==> config.mk <==
export PLATFORM = sky130hd
export DESIGN_NAME = branch_predict_unit_flat
export DESIGN_NICKNAME = d
export VERILOG_FILES = /design/src/rtl/branch_predict_unit_if.sv /design/src/rtl/branch_predict_unit.sv /design/src/flat_wrapper.sv
export SDC_FILE = /design/constraint.sdc
export NUM_CORES = 2
export LEC_CHECK = 0
export CORE_MARGIN = 2
export CORE_UTILIZATION = 50
export CTS_BUF_LIST = sky130_fd_sc_hd__clkbuf_4 sky130_fd_sc_hd__clkbuf_8
export DETAILED_ROUTE_END_ITERATION = 10
export PLACE_DENSITY = 0.66
export RECOVER_POWER = 25
export SLEW_MARGIN = 20
export SYNTH_ARGS = -nofsm -noshare
export SYNTH_HDL_FRONTEND = slang
export SYNTH_SLANG_ARGS = --single-unit
==> constraint.sdc <==
create_clock -name CLK -period 4.55 [get_ports CLK]
set_input_delay 0.455 -clock CLK [delete_from_list [all_inputs] [get_ports CLK]]
set_output_delay 0.455 -clock CLK [all_outputs]
set_load 0.01 [all_outputs]
==> src/rtl/branch_predict_unit_if.sv <==
// Fetch lookup and execute resolution bundle for branch_predict_unit.
// master: pipeline side; slave: predictor.
interface branch_predict_unit_if #(
  parameter int XLEN  = 32,
  parameter int CNT_W = 16
);
  logic [XLEN-1:0]  f_pc;
  logic             f_pred_taken;
  logic [XLEN-1:0]  f_pred_target;
  logic             ex_valid;
  logic [1:0]       ex_type;
  logic [XLEN-1:0]  ex_pc;
  logic [XLEN-1:0]  ex_rs1;
  logic [XLEN-1:0]  ex_imm;
  logic             ex_cond;
  logic             ex_pred_taken;
  logic [XLEN-1:0]  ex_pred_target;
  logic             redirect;
  logic [XLEN-1:0]  redirect_pc;
  logic [CNT_W-1:0] mispredict_cnt;

  modport master (
    output f_pc,
    output ex_valid, ex_type, ex_pc,
    output ex_rs1, ex_imm, ex_cond,
    output ex_pred_taken, ex_pred_target,
    input  f_pred_taken, f_pred_target,
    input  redirect, redirect_pc,
    input  mispredict_cnt
  );

  modport slave (
    input  f_pc,
    input  ex_valid, ex_type, ex_pc,
    input  ex_rs1, ex_imm, ex_cond,
    input  ex_pred_taken, ex_pred_target,
    output f_pred_taken, f_pred_target,
    output redirect, redirect_pc,
    output mispredict_cnt
  );
endinterface

==> src/rtl/branch_predict_unit.sv <==
// Branch target generation, direct-mapped BTB with 2-bit counters,
// execute-time mispredict detection, registered redirect and counter.
// Ports: CLK, RST (async, active-high), bus (slave modport).
module branch_predict_unit #(
  parameter int XLEN     = 32,
  parameter int IDX_BITS = 4,
  parameter int CNT_W    = 16
) (
  input  logic CLK,
  input  logic RST,
  branch_predict_unit_if.slave bus
);
  localparam int ENTRIES  = 1 << IDX_BITS;
  localparam int TAG_BITS = XLEN - IDX_BITS - 2;

  typedef logic [XLEN-1:0]     word_t;
  typedef logic [TAG_BITS-1:0] tag_t;
  typedef logic [IDX_BITS-1:0] idx_t;

  logic [ENTRIES-1:0] valid_q;
  logic [ENTRIES-1:0] uncond_q;
  logic [1:0]         ctr_q [ENTRIES];
  tag_t               tag_q [ENTRIES];
  word_t              tgt_q [ENTRIES];

  logic [CNT_W-1:0] cnt_q;
  logic             redir_q;
  word_t            redir_pc_q;

  // fetch lookup
  idx_t f_idx;
  tag_t f_tag;
  logic f_hit;
  logic f_take;

  assign f_idx  = bus.f_pc[IDX_BITS+1:2];
  assign f_tag  = bus.f_pc[XLEN-1:IDX_BITS+2];
  assign f_hit  = valid_q[f_idx] &&
                  (tag_q[f_idx] == f_tag);
  assign f_take = f_hit &&
                  (uncond_q[f_idx] || ctr_q[f_idx][1]);

  assign bus.f_pred_taken  = f_take;
  assign bus.f_pred_target = f_take ? tgt_q[f_idx]
                                    : bus.f_pc + word_t'(4);

  // execute resolution
  idx_t  e_idx;
  tag_t  e_tag;
  logic  e_hit;
  logic  is_cf;
  logic  is_uncond;
  word_t jalr_sum;
  word_t ex_tgt;
  logic  ex_taken;
  word_t ex_next;
  logic  mispredict;

  assign e_idx     = bus.ex_pc[IDX_BITS+1:2];
  assign e_tag     = bus.ex_pc[XLEN-1:IDX_BITS+2];
  assign e_hit     = valid_q[e_idx] &&
                     (tag_q[e_idx] == e_tag);
  assign is_cf     = (bus.ex_type != 2'b00);
  assign is_uncond = bus.ex_type[1];
  assign jalr_sum  = bus.ex_rs1 + bus.ex_imm;

  always_comb begin
    ex_tgt   = bus.ex_pc + bus.ex_imm;
    ex_taken = 1'b0;
    unique case (bus.ex_type)
      2'b01: ex_taken = bus.ex_cond;
      2'b10: ex_taken = 1'b1;
      2'b11: begin
        ex_tgt   = {jalr_sum[XLEN-1:1], 1'b0};
        ex_taken = 1'b1;
      end
      default: ex_taken = 1'b0;
    endcase
  end

  assign ex_next = ex_taken ? ex_tgt
                            : bus.ex_pc + word_t'(4);

  assign mispredict = bus.ex_valid && (
    (ex_taken != bus.ex_pred_taken) ||
    (ex_taken && (ex_tgt != bus.ex_pred_target)));

  // BTB control state
  always_ff @(posedge CLK or posedge RST) begin
    if (RST) begin
      valid_q  <= '0;
      uncond_q <= '0;
      for (int i = 0; i < ENTRIES; i++)
        ctr_q[i] <= 2'b01;
    end else if (bus.ex_valid) begin
      if (is_cf) begin
        if (e_hit) begin
          if (ex_taken) begin
            if (ctr_q[e_idx] != 2'b11)
              ctr_q[e_idx] <= ctr_q[e_idx] + 2'd1;
            uncond_q[e_idx] <= is_uncond;
          end else if (ctr_q[e_idx] != 2'b00) begin
            ctr_q[e_idx] <= ctr_q[e_idx] - 2'd1;
          end
        end else if (ex_taken) begin
          valid_q[e_idx]  <= 1'b1;
          uncond_q[e_idx] <= is_uncond;
          ctr_q[e_idx]    <= 2'b10;
        end
      end else if (e_hit) begin
        // non-CF slot hitting an entry: alias or stale
        valid_q[e_idx] <= 1'b0;
      end
    end
  end

  // BTB payload; taken CF writes tag and target on hit or allocate
  always_ff @(posedge CLK) begin
    if (bus.ex_valid && is_cf && ex_taken) begin
      tag_q[e_idx] <= e_tag;
      tgt_q[e_idx] <= ex_tgt;
    end
  end

  // redirect and mispredict counter
  always_ff @(posedge CLK or posedge RST) begin
    if (RST) begin
      redir_q    <= 1'b0;
      redir_pc_q <= '0;
      cnt_q      <= '0;
    end else begin
      redir_q <= mispredict;
      if (mispredict) begin
        redir_pc_q <= ex_next;
        if (cnt_q != {CNT_W{1'b1}})
          cnt_q <= cnt_q + 1'b1;
      end
    end
  end

  assign bus.redirect       = redir_q;
  assign bus.redirect_pc    = redir_pc_q;
  assign bus.mispredict_cnt = cnt_q;
endmodule
==> src/flat_wrapper.sv <==
// flat-port wrapper written by rule: the top's interface ports become plain ports
module branch_predict_unit_flat 
#(
  parameter int XLEN     = 32,
  parameter int IDX_BITS = 4,
  parameter int CNT_W    = 16
)
  (CLK, RST, bus_f_pc, bus_ex_valid, bus_ex_type, bus_ex_pc, bus_ex_rs1, bus_ex_imm, bus_ex_cond, bus_ex_pred_taken, bus_ex_pred_target, bus_f_pred_taken, bus_f_pred_target, bus_redirect, bus_redirect_pc, bus_mispredict_cnt);
  branch_predict_unit_if #(.XLEN(XLEN), .CNT_W(CNT_W)) bus_i ();
  input  logic CLK;
  input  logic RST;
  input wire logic [$bits(bus_i.f_pc)-1:0] bus_f_pc;
  input wire logic [$bits(bus_i.ex_valid)-1:0] bus_ex_valid;
  input wire logic [$bits(bus_i.ex_type)-1:0] bus_ex_type;
  input wire logic [$bits(bus_i.ex_pc)-1:0] bus_ex_pc;
  input wire logic [$bits(bus_i.ex_rs1)-1:0] bus_ex_rs1;
  input wire logic [$bits(bus_i.ex_imm)-1:0] bus_ex_imm;
  input wire logic [$bits(bus_i.ex_cond)-1:0] bus_ex_cond;
  input wire logic [$bits(bus_i.ex_pred_taken)-1:0] bus_ex_pred_taken;
  input wire logic [$bits(bus_i.ex_pred_target)-1:0] bus_ex_pred_target;
  output wire logic [$bits(bus_i.f_pred_taken)-1:0] bus_f_pred_taken;
  output wire logic [$bits(bus_i.f_pred_target)-1:0] bus_f_pred_target;
  output wire logic [$bits(bus_i.redirect)-1:0] bus_redirect;
  output wire logic [$bits(bus_i.redirect_pc)-1:0] bus_redirect_pc;
  output wire logic [$bits(bus_i.mispredict_cnt)-1:0] bus_mispredict_cnt;
  assign bus_i.f_pc = bus_f_pc;
  assign bus_i.ex_valid = bus_ex_valid;
  assign bus_i.ex_type = bus_ex_type;
  assign bus_i.ex_pc = bus_ex_pc;
  assign bus_i.ex_rs1 = bus_ex_rs1;
  assign bus_i.ex_imm = bus_ex_imm;
  assign bus_i.ex_cond = bus_ex_cond;
  assign bus_i.ex_pred_taken = bus_ex_pred_taken;
  assign bus_i.ex_pred_target = bus_ex_pred_target;
  assign bus_f_pred_taken = bus_i.f_pred_taken;
  assign bus_f_pred_target = bus_i.f_pred_target;
  assign bus_redirect = bus_i.redirect;
  assign bus_redirect_pc = bus_i.redirect_pc;
  assign bus_mispredict_cnt = bus_i.mispredict_cnt;
  branch_predict_unit #(.XLEN(XLEN), .IDX_BITS(IDX_BITS), .CNT_W(CNT_W)) u_core (.CLK(CLK), .RST(RST), .bus(bus_i));
endmodule
==> results_dict.tcl <==
set metrics [dict create \
    status "finished, violations left" \
    violations "max-capacitance violations, max-slew violations" \
    die_h_um 321.7 \
    worst_pin_slew_ps 2052 \
    max-cap-violations 3 \
    max_stage_delay_ps 550 \
    clk_path_buf_depth 3 \
    power.leakage_nw 21.20 \
    fmaxAchievable_mhz 222.9 \
    timing.rr.end "u_core.ctr_q[3]" \
    ant_nets 0 \
    seqPwrFrac_pct 48.3 \
    clk_pin_slew_ps 60 \
    die_w_um 321.7 \
    final_common_cell "edfxtp_1" \
    cpMaxStageDelayCell "mux4_2" \
    ys.warnings.count 0 \
    grt_max_degree 80 \
    startpoint_type "flip-flop" \
    grtUsageTotal_pct 32.04 \
    rows 116 \
    io_buffers 248 \
    p_clk_share_pct 34.1 \
    synth_top_area_share_pct 55.22 \
    syn2layout_area_growth_pct 22.05 \
    wl_per_cell_um 31.82 \
    n_fill_cell 7304 \
    vias 33360 \
    dr.pass1.iters 5 \
    drive_gt1_share_pct 33.72 \
    r2r_start "u_core.tag_q[11][5]" \
    drc_errors 0 \
    worst_ep_arrival_time_ps 4030 \
    grt_first_pass_wirelength_mm 235.1 \
    numCtsBuffers 165 \
    cts_tree "done" \
    overflow 0 \
    antenna_found_initial 16 \
    grt_pass1_vias 33870 \
    period_share_pct 98.61 \
    synth.avg_cell_area_um2 16.64 \
    ios 249 \
    power_density_nw_per_um2 377.7 \
    clk_latency_ps 840 \
    peakVddDrop_v 0.0002731 \
    hold_slack_ps 350.8 \
    clock_sinks 1041 \
    netlist_top_cells_area "edfxtp_1 55%, mux4_2 20%, dfrtp_1 4.8%" \
    hold_class "in -> reg" \
    reg2regPathDepth 14 \
    mostFrequentLayoutCells "928 x edfxtp_1, 437 x mux4_2, 396 x buf_4, 182 x clkdlybuf4s50_1, 181 x clkbuf_8" \
    setup_viol 0 \
    core_um2 100000 \
    gp_congestion 0.9588 \
    synth_cells 3033 \
    synth_cell_types 86 \
    synthArstFlopShare_pct 10.85 \
    ys.flop_type "edfxtp_1" \
    die_area_um2 103500 \
    critPathMaxFanout 6 \
    path_common_cell "buf_4" \
    fin_nets 3995 \
    crit_chain "mux4_2 -> mux4_2 -> xnor2_1 -> nand2_1 -> nor4_2 -> buf_4 -> nand3_4 -> buf_4 -> clkbuf_16 -> buf_4 -> nor2_2 -> a21oi_2 -> dlymetal6s2s_1" \
    combinationalPowerShare_pct 17.6 \
    netlist_area_um2 50460 \
    hold_viol 0 \
    clockRootBuffer "clkbuf_8" \
    tns_ps 0 \
    p_int_mw 17.15 \
    fin_worst_skew_ps 37.71 \
    drt-initial-drc-count 3952 \
    required_ps 4090 \
    end_kind "output pin" \
    holdPathStages 4 \
    switching_share_pct 26.28 \
    rsz0062_at_grt "true" \
    start_util_pct 50.46 \
    post-dp-hpwl_mm 112.3 \
    endpoint "bus_f_pred_target[6]" \
    ys_seq_elements 1041 \
    startpoint "u_core.tag_q[7][24]" \
    regToRegSetupSlack_ps 380 \
    viasPerCell 6.432 \
    syn_nets 3271 \
    path_class "reg -> out" \
    switchingPower_mw 6.113 \
    slew_headroom_pct -36.80 \
    maxSlewViolCount 118 \
    ys_seq_area_share_pct 60.86 \
    synth_top_cell_by_area "edfxtp_1" \
    finalCriticalPeriod_ps 4487 \
    wl_mm 165.0 \
    synth-edff-count 928 \
    ctsHtreeMaxLevel 4 \
]
-- timing repair --
item / in CTS / in global routing
gates resized for setup: 27 / 40
endpoints found under the setup margin: 32 / 61
hold buffers: 1 / 0
endpoints found under the hold margin: 3 / 0
buffers inserted: 0 / 8
pin swaps: 0 / 5
gates cloned: 0 / 3
-- cell families after synthesis --
kind of cell	Yosys count	share of synthesized area [%]
compound gates	394	4.827
xor+xnor	192	3.441
fa+ha+maj	71	1.790
buf+inv	211	1.666
flops	1041	60.86
mux	539	21.75
simple gates	585	5.663
-- sequential cells by signal, indices dropped and copies added (netlist names), named ones only --
signal,count
u_core.tgt_q,512
u_core.uncond_q,16
u_core.bus.mispredict_cnt,16
u_core.bus.redirect_pc,32
u_core.tag_q,416
u_core.bus.redirect,1
u_core.ctr_q,32
-- critical path: cells and delay by family, from the launching register on --
family | cells | cell delay, ps
mux | 2 | 1050
xor+xnor | 1 | 180
simple gates | 4 | 610
compound gates | 1 | 60
buf+inv | 5 | 830
flops | 1 | 440
-- worst min-delay path by stage --
| stage | from | to |
|---|---|---|
| 2_1_floorplan | u_core.uncond_q[10] | u_core.uncond_q[10] |
| 3_3_place_gp | u_core.bus.redirect_pc[15] | u_core.bus.redirect_pc[15] |
| 3_5_place_dp | u_core.bus.redirect_pc[3] | u_core.bus.redirect_pc[3] |
| 4_1_cts | bus_ex_pc[4] | flip-flop |
| 5_1_grt | bus_ex_pc[4] | flip-flop |
| 6_report | bus_ex_pc[4] | flip-flop |
-- stage by stage --
stage,cells,setup WS [ps],area [um2],power [mW],utilization [%]
2_1_floorplan,3033,-367.2,50500,13.35,-
3_3_place_gp,4873,-737.4,58190,15.40,58.19
3_5_place_dp,4876,-752.6,58250,15.49,58.25
4_1_cts,5169,-162.2,61520,23.35,61.52
5_1_grt,5181,-59.83,61580,24.02,61.58
6_report,5186,63.12,61590,23.26,61.59
-- power by group through the flow --
stage | clock (mW) | sequential, mW | combinational [mW]
3_3_place_gp | 0 | 11.4 | 4.00
5_1_grt | 8.44 | 11.3 | 4.32
6_report | 7.93 | 11.2 | 4.08
2_1_floorplan | 0 | 11.4 | 1.97
4_1_cts | 8.04 | 11.2 | 4.08
3_5_place_dp | 0 | 11.4 | 4.07
-- cell type report --
class,instances,area [um2],share of cell area (%)
diodes,6,15.01,0.02438
clock inverters,65,445.4,0.7232
clock buffers,227,2830,4.595
inverters,31,117.6,0.1910
well taps,1298,1624,2.637
repair buffers,737,6666,10.82
flip-flops and latches,1041,30710,49.87
multi-input cells,1781,19180,31.14
-- synth_stat cells, drive strengths merged, types with 6 or more instances --
library cell  count
edfxtp          928
mux4            437
nor2            161
nand2           154
a21oi           123
o21ai           120
clkbuf          113
xnor2           109
dfrtp            97
mux2             90
xor2             79
ha               69
buf              67
nand3            64
nand4            50
inv              31
and3             30
nor3             29
o211ai           24
a21o             19
a211oi           18
dfstp            16
nor4             16
a31oi            14
nand2b           14
o21a             13
or3              13
mux2i            12
and2             11
o31ai            11
or2               8
and4              6
nor2b             6
o2111ai           6
-- per-layer routing --
layer,up-vias,share of wire (%),track usage (%)
li1,13840,-,-
met1,17330,39,44.41
met2,1885,47,50.07
met3,283,10,7.790
met4,16,3.5,10.91
met5,-,0.064,0
Power figures use the tool's default switching activity.
